`src/rtl/router_rd_port.sv`:
```
// Router read-side channel: FIFO, packet boundary tracking, stall timeout.
// One instance per destination port of the 1x3 router.
module router_rd_port #(
  parameter int DEPTH   = 16,
  parameter int WIDTH   = 8,
  parameter int TIMEOUT = 30
) (
  input  logic             clk,
  input  logic             resetn,
  input  logic             we,
  input  logic             lfd,
  input  logic [WIDTH-1:0] data_in,
  input  logic             read_enb,
  output logic             full,
  output logic             empty,
  output logic             valid_out,
  output logic [WIDTH-1:0] data_out,
  output logic             pkt_end,
  output logic             soft_reset
);

  localparam int AW = $clog2(DEPTH);
  localparam int TW = $clog2(TIMEOUT);

  logic [WIDTH:0]   mem [DEPTH];
  logic [AW:0]      wptr;
  logic [AW:0]      rptr;
  logic [6:0]       rem;
  logic [TW-1:0]    tcnt;

  logic [WIDTH:0]   rd_ent;
  logic [6:0]       hdr_len;
  logic             do_pop;
  logic             do_wr;
  logic             stall;
  logic             tmo;

  assign empty = (wptr == rptr);
  assign full  = (wptr[AW] != rptr[AW]) &&
                 (wptr[AW-1:0] == rptr[AW-1:0]);
  assign valid_out = !empty;

  assign rd_ent  = mem[rptr[AW-1:0]];
  // Header length field plus the trailing parity byte.
  assign hdr_len = {1'b0, rd_ent[7:2]} + 7'd1;

  assign stall  = valid_out && !read_enb;
  assign tmo    = stall && (tcnt == TW'(TIMEOUT - 1));
  assign do_pop = read_enb && !empty;
  // A pop in the same edge frees the slot of a full FIFO.
  assign do_wr  = we && (!full || do_pop) && !tmo;

  always_ff @(posedge clk) begin
    if (do_wr)
      mem[wptr[AW-1:0]] <= {lfd, data_in};
  end

  always_ff @(posedge clk or negedge resetn) begin
    if (!resetn) begin
      wptr       <= '0;
      rptr       <= '0;
      rem        <= '0;
      tcnt       <= '0;
      data_out   <= '0;
      pkt_end    <= 1'b0;
      soft_reset <= 1'b0;
    end else begin
      pkt_end    <= 1'b0;
      soft_reset <= 1'b0;
      if (tmo) begin
        wptr       <= '0;
        rptr       <= '0;
        rem        <= '0;
        tcnt       <= '0;
        data_out   <= '0;
        soft_reset <= 1'b1;
      end else begin
        if (do_wr)
          wptr <= wptr + 1'b1;
        if (do_pop) begin
          rptr     <= rptr + 1'b1;
          data_out <= rd_ent[WIDTH-1:0];
          pkt_end  <= (rem == 7'd1);
          if (rd_ent[WIDTH])
            rem <= hdr_len;
          else if (rem != 7'd0)
            rem <= rem - 7'd1;
        end
        tcnt <= stall ? tcnt + 1'b1 : '0;
      end
    end
  end

endmodule
```
`config.mk`:
```
export PLATFORM = sky130hd
export DESIGN_NAME = router_rd_port
export DESIGN_NICKNAME = d
export VERILOG_FILES = /design/src/rtl/router_rd_port.sv
export SDC_FILE = /design/constraint.sdc
export NUM_CORES = 1
export LEC_CHECK = 0
export ABC_AREA = 1
export BUFFER_PORTS_ARGS = -buffer_cell sky130_fd_sc_hd__buf_2
export CAP_MARGIN = 10
export CORE_MARGIN = 2
export CORE_UTILIZATION = 60
export DETAILED_ROUTE_END_ITERATION = 8
export GPL_ROUTABILITY_DRIVEN = 0
export GPL_TIMING_DRIVEN = 0
export PLACE_DENSITY_LB_ADDON = 0.3
export SLEW_MARGIN = 20
export SYNTH_ARGS = -nofsm -noshare
export SYNTH_HDL_FRONTEND = slang
export SYNTH_SLANG_ARGS = --single-unit
```
`constraint.sdc`:
```
create_clock -name clk -period 2.7 [get_ports clk]
set_input_delay 0 -clock clk [delete_from_list [all_inputs] [get_ports clk]]
set_output_delay 0 -clock clk [all_outputs]
set_load 0.05 [all_outputs]
```
==> qor.csv, run 1 <==
metric;value;unit
multi_input_area;0.00229;mm2
cpMostUsedCell;nand2_1;
fillers;897;
tightest_slew;0.834;ns
rows;41;
fp.coreArea;0.0126;mm2
total_power;10000;uW
drc_errors;0;
power.leakage;0.00362;uW
peakVddDrop;0.000671;V
power_frac_seq;35.4;%
grt_max_degree;33;
numCtsBuffers;17;
max_slew_margin;44.3;%
start_util;61.4;%
finalCritPeriodShare;96.2;%
ys_types;35;
critical_path_class;register to register;
dp_hpwl;11500;um
cts_tree;yes;
critical_path.slowest_cell;nor2_2;
grtUsageMet1;34.6;%
critPathArrivalTime;2.66;ns
grt.busiest_layer;met2;
layout_commonest_cell;nand2_1;
power.switching;4020;uW
yosysSeqAreaShare;66.2;%
timing.fmax;385;MHz
required;2.76;ns
cp-start-kind;register;
setup_ws;0.103;ns
grtUsageTotal;27.7;%
syn_nets;749;
wl_per_cell;18.9;um
path_clk_slew;0.07;ns
pwr-share-clk;24.1;%
hold_class;primary input to async pin;
grtUsageMet3;6.49;%
grt_pass1_vias;5399;
synthCells;726;
drtIter0Drc;710;
syn_to_final_growth;14.9;%
finalSetupViolations;0;
maxCapViolations;0;
switching_share;40.2;%
die_height;118;um
maxSlewViolCount;0;
drt-pass1-iter-count;5;
syn-mean-instance-area;10.7;um2
insertedDiodeCount;0;
syn_area;0.00774;mm2
clock_tree.buffer_depth;2;
io_pins;26;
ant_nets;0;
hold_viol_final;0;
antenna_found_initial;0;
synth-seq-cells;176;
die_area;0.0138;mm2
io_buffer_count;25;
p_per_area;1130;mW/mm2
pwr-share-comb;40.5;%
clock_latency;0.43;ns
cpPeakStageDelay;0.55;ns
path_cells;buf_4 -> xor2_1 -> nor2_2 -> nand2_1 -> nor2_1 -> nand2_1 -> nand2_1 -> inv_2 -> nand2_2 -> inv_2 -> nand2_2 -> nor2_2;
ys_warn_count;0;
internal_power;5990;uW
period_needed;2.60;ns
pre_cts_ws;-0.129;ns
cts.sinks;176;
cp-end-kind;register;
regArea;0.00512;mm2
die_w;118;um
drt_wl_total;18300;um
fin_skew;0.00857;ns
cts_root_buffer;clkbuf_16;
drive_gt1_share;15.9;%
grt_pass1_wl;28500;um
final_cell_mix;nand2_1 (217), edfxtp_1 (144), nor2_1 (65);
status;complete, no violations;
vias;5482;
grt-ovfl-total;0;
htreeDepth;4;
crit_fanout;10;
viasPerCell;5.65;
grt_use_met2;45.9;%
rsz0062_at_grt;false;
fin_nets;808;
sequential cells by signal (all words and copies together) (netlist names):
name / flops
wptr: 5
rem: 7
tcnt: 5
mem: 144
rptr: 5
data_out: 8
pkt_end: 1
soft_reset: 1
kinds of logic after synthesis:
| group | Yosys count | share of synthesized area, % |
|---|---|---|
| DFF | 176 | 66.2 |
| and+or+nand+nor | 370 | 20.0 |
| xor gates and xnor gates | 11 | 1.24 |
| buffers and inverters | 81 | 5.28 |
| AOI/OAI and AO/OA | 78 | 5.70 |
| adders and majority gates | 10 | 1.62 |
power groups by stage:
stage / combinational, uW / clock (uW) / sequential (uW)
finish: 4060 / 2410 / 3550
global route: 4470 / 2530 / 3580
CTS: 3970 / 2410 / 3540
detailed placement: 3900 / 0 / 3600
global placement: 3750 / 0 / 3580
floorplan: 2620 / 0 / 3760
cell usage after synthesis:
cell type,n,share of area [%]
xor2_1,8,0.91
nor2_1,78,3.8
inv_2,9,0.44
a22o_1,1,0.11
o311ai_0,1,0.11
inv_4,1,0.081
or2_2,1,0.081
ha_1,10,1.6
o21ai_0,25,1.6
nand2_2,8,0.65
nand4_1,2,0.16
nor2_2,4,0.32
inv_1,43,2.1
xnor2_1,3,0.34
nor2_4,2,0.29
nand2_1,217,11
edfxtp_1,144,56
a21boi_1,1,0.097
a311oi_1,1,0.11
a21oi_1,26,1.7
o22ai_1,2,0.16
o21ai_1,9,0.58
nand2_4,1,0.15
a32o_1,2,0.26
buf_6,5,0.73
nand3_1,49,3.2
a22oi_1,3,0.29
nand3_4,2,0.45
buf_2,7,0.45
dfrtp_1,32,10
nor3_1,6,0.39
clkbuf_1,1,0.048
o211ai_1,6,0.58
o21bai_1,1,0.097
buf_4,15,1.5
worst max-delay path: cells and delay by family, from the launching register on:
family        cells  cell delay [ns]
xor+xnor          1             0.20
buf+inv           3             0.44
flops             1             0.39
simple gates      8             1.19
area by class of cell:
type                       count  share of cell area (%)
clock inverter                10                    1.24
tap                          172                    2.42
sequential                   176                    57.6
multi-input combinational    469                    25.8
clock buffer                  22                    5.23
timing repair buffer          40                    3.14
buffer                        28                    2.34
inverter                      53                    2.26
routing by layer:
metal | part of all wire [%] | up-vias | wire (um)
met5 | 0 | - | 0
met4 | 2.8 | 0 | 521
met3 | 9.5 | 38 | 1750
met2 | 49 | 267 | 9000
met1 | 39 | 2619 | 7060
li1 | - | 2558 | -
stage by stage:
| step | util [%] | hold slack [ns] | setup TNS, ns | area, um2 | std cells |
|---|---|---|---|---|---|
| after floorplan | - | -0.296 | 0 | 7740 | 726 |
| after global placement | 64.0 | 0.0757 | -22.00 | 8080 | 923 |
| after detailed placement | 64.6 | 0.0864 | -3.98 | 8150 | 926 |
| after CTS | 70.2 | 0.164 | 0 | 8860 | 970 |
| after global routing | 70.5 | 0.224 | 0 | 8890 | 970 |
| final | 70.5 | 0.154 | 0 | 8890 | 970 |
path summary, 6_finish.rpt:
kind / startpoint / end / slack (ns) / cells after the start
max in group asynchronous: resetn / data_out[1] / 2.09 / 2
worst min register to register: data_out[5] / data_out[5] / 0.49 / 2
min in group clk: data_out[5] / data_out[5] / 0.49 / 2
worst max-delay path: rptr[0] / mem[6][1] / 0.10 / 12
worst min-delay path: resetn / rem[2] / 0.15 / 2
worst max register to register: rptr[0] / mem[6][1] / 0.10 / 12
repair_timing:
action | 4_1_cts | 5_1_grt
setup endpoints to repair | 54 | 45
hold endpoints to repair | 180 | 0
hold buffers | 12 | 0
setup buffers | 0 | 0
gates resized for setup | 6 | 7
No activity file was read; power rests on OpenSTA's default activity.
==> inputs of run 2 (changes only) <==
--- a/config.mk
+++ b/config.mk
@@ -5,10 +5,8 @@
 export SDC_FILE = /design/constraint.sdc
 export NUM_CORES = 1
 export LEC_CHECK = 0
-export ABC_AREA = 1
 export BUFFER_PORTS_ARGS = -buffer_cell sky130_fd_sc_hd__buf_2
 export CAP_MARGIN = 10
-export CORE_MARGIN = 2
 export CORE_UTILIZATION = 60
 export DETAILED_ROUTE_END_ITERATION = 8
 export GPL_ROUTABILITY_DRIVEN = 0
==> run 2 against run 1 <==
The flow now finishes with violations (design-rule violations); sequential share of layout area grew 2.9 points; critical path depth shrank 3; combinational power shrank 14%; global-route usage shrank 0.40 points; hold slack lost 0.018 ns; worst setup slack lost 0.023 ns; clock skew grew 0.00074 ns; count of clock-buffer cells in the layout shrank 4; critical path type unchanged; critical endpoint is now mem[9][0]; largest power group is now registers.
==> qor.csv, run 2 <==
metric;value;unit
hold_viol_final;0;
whs;0.136;ns
period_needed;2.62;ns
peakVddDrop;0.000681;V
antenna_found_initial;0;
hold_class;primary input to register;
fin_util;72.9;%
status;finished, violations left;
yosysSeqAreaShare;70.5;%
syn_area;0.00727;mm2
grtUsageTotal;27.3;%
violations;design-rule violations;
viasPerCell;6.36;
timing.fmax;382;MHz
holdPathStages;5;
r2r_setup_slack;0.08;ns
die_height;112;um
insertedDiodeCount;0;
vias;3989;
clock_latency;0.43;ns
required;2.76;ns
grt_pass1_vias;4096;
layout_commonest_cell;edfxtp_1;
start_util;62.6;%
wl_per_cell;24.3;um
synth_edf_count;144;
cp-start-kind;register;
crit_fanout;10;
synthCells;413;
critical_path.slowest_cell;nor2_2;
path_cells;buf_6 -> buf_6 -> xnor2_1 -> nand4_1 -> buf_4 -> a21oi_1 -> o21a_1 -> nand2_1 -> nor2_2;
cts_root_buffer;clkbuf_16;
total_power;9550;uW
drt-pass1-iter-count;7;
ys_warn_count;0;
syn_nets;436;
drt_wl_total;15200;um
pre_cts_ws;-0.554;ns
p_per_area;1130;mW/mm2
hold_end;wptr[0];
critPathArrivalTime;2.68;ns
critical_path_class;register to register;
io_buffer_count;24;
reg2reg_to;mem[9][0];
largest_reg_flops;144;
cpMostUsedCell;buf_6;
yosysTopAreaCellShare;59.5;%
reg2reg_from;rptr[0];
power.leakage;0.00296;uW
htreeDepth;4;
die_w;112;um
cts.sinks;176;
grt-ovfl-total;0;
rsz0062_at_grt;true;
fp.coreArea;0.0116;mm2
worstHoldStart;we;
finalCritPeriodShare;97.0;%
synth_common_cells;edfxtp_1 (144), mux4_2 (39), nor2_1 (34);
synth_area_leaders;edfxtp_1 (60%), mux4_2 (12%), dfrtp_1 (11%), nor2_1 (1.8%), ha_1 (1.7%);
finalSetupViolations;0;
setup_ws;0.0798;ns
die_area;0.0126;mm2
ys_types;48;
rows;39;
numCtsBuffers;17;
rr_worst_depth;9;
grt_pass1_wl;23800;um
yosysTopAreaCell;edfxtp_1;
grt_max_degree;33;
fin_nets;494;
path_clk_slew;0.07;ns
io_pins;26;
tightest_slew;0.772;ns
ant_nets;0;
cpPeakStageDelay;0.55;ns
syn_to_final_growth;16.6;%
maxCapViolations;0;
cts_tree;yes;
cp-end-kind;register;
drtIter0Drc;438;
dp_hpwl;9350;um
clock_tree.buffer_depth;2;
final_cell_area;0.00847;mm2
drc_errors;4;
max_slew_margin;48.5;%
fin_skew;0.00932;ns
syn-mean-instance-area;17.6;um2
maxSlewViolCount;0;
synth-seq-cells;176;
synth-async-reset-ratio;18.2;%
yosysMostFrequentCell;edfxtp_1;
placed_area;0.00763;mm2
final_cell_mix;edfxtp_1 (144), mux4_2 (39), buf_2 (31), dfrtp_1 (31), nand2_1 (23);
drive_gt1_share;27.7;%
ys.flop_type;edfxtp_1;
## run 2: cell types whose count changed after synthesis, sizes merged, moves of 13 or more
cell and change:
mux4 +41, nand3 -40, nand2 -203, inv -45, a21oi -21, nor2 -49, buf -13, o21ai -26
## run 2: how the worst max path moves through the flow
stage | from | to | slack, ns | cells past startpoint
2_1_floorplan | rptr[0] | mem[1][0] | -0.07 | 9
3_3_place_gp | rptr[0] | mem[1][1] | -0.86 | 8
3_5_place_dp | wptr[2] | mem[3][7] | -0.55 | 7
4_1_cts | rptr[0] | mem[14][6] | 0.03 | 9
5_1_grt | wptr[3] | mem[9][4] | -0.03 | 7
6_report | rptr[0] | mem[9][0] | 0.08 | 9
## run 2: cells by family after synthesis
family | count (synthesis) | share of synthesized area, %
buffers and inverters | 28 | 2.07
multiplexers | 43 | 13.1
AO/OA/AOI/OAI | 37 | 3.75
adder cells (fa/ha/maj) | 10 | 1.72
AND/OR/NAND/NOR | 100 | 6.54
flip-flops | 176 | 70.5
XOR/XNOR | 19 | 2.29
## run 2: where the power goes
group          internal [uW]  switching (uW)  total, uW
Combinational           1430            2070       3500
Clock                   1430             967       2400
Sequential              3370             287       3650
Total                   6230            3320       9550
## run 2: cell type report
cell class                      count  area (um2)
Buffer                             18         123
Clock inverter                     14         148
Timing Repair Buffer               41         305
Sequential cell                   176        5130
Inverter                            8        30.0
Fill cell                         700        3140
Multi-Input combinational cell    209        2130
Clock buffer                       18         429
Tap cell                          143         179
## run 2: per-layer routing
| layer | part of all wire [%] | vias to the layer above | global-route usage [%] |
|---|---|---|---|
| met5 | 0 | - | 0 |
| met4 | 3.7 | 0 | 13.4 |
| met3 | 6.2 | 41 | 7.07 |
| met2 | 51 | 164 | 44.5 |
| met1 | 39 | 2058 | 34.5 |
| li1 | - | 1726 | - |
## run 2: what timing repair did
action,in CTS,in global routing
hold buffers,10,0
pin swaps,3,1
setup endpoints to repair,129,121
setup buffers,4,1
cloned,0,0
hold endpoints to repair,176,0
resized for setup,17,10
## run 2: per-stage QoR
step                      setup TNS [ns]  instances
after floorplan                    -1.55        413
after global placement            -46.56        580
after detailed placement          -33.08        582
after CTS                              0        626
after global routing              -0.218        627
final                                  0        627
## run 2: worst max-delay path, delay by kind of cell, from the launching register on
family | cells | cell delay (ns)
and+or+nand+nor | 3 | 0.88
buffers and inverters | 3 | 0.48
DFF | 1 | 0.40
AOI/OAI and AO/OA | 2 | 0.31
xor gates and xnor gates | 1 | 0.17
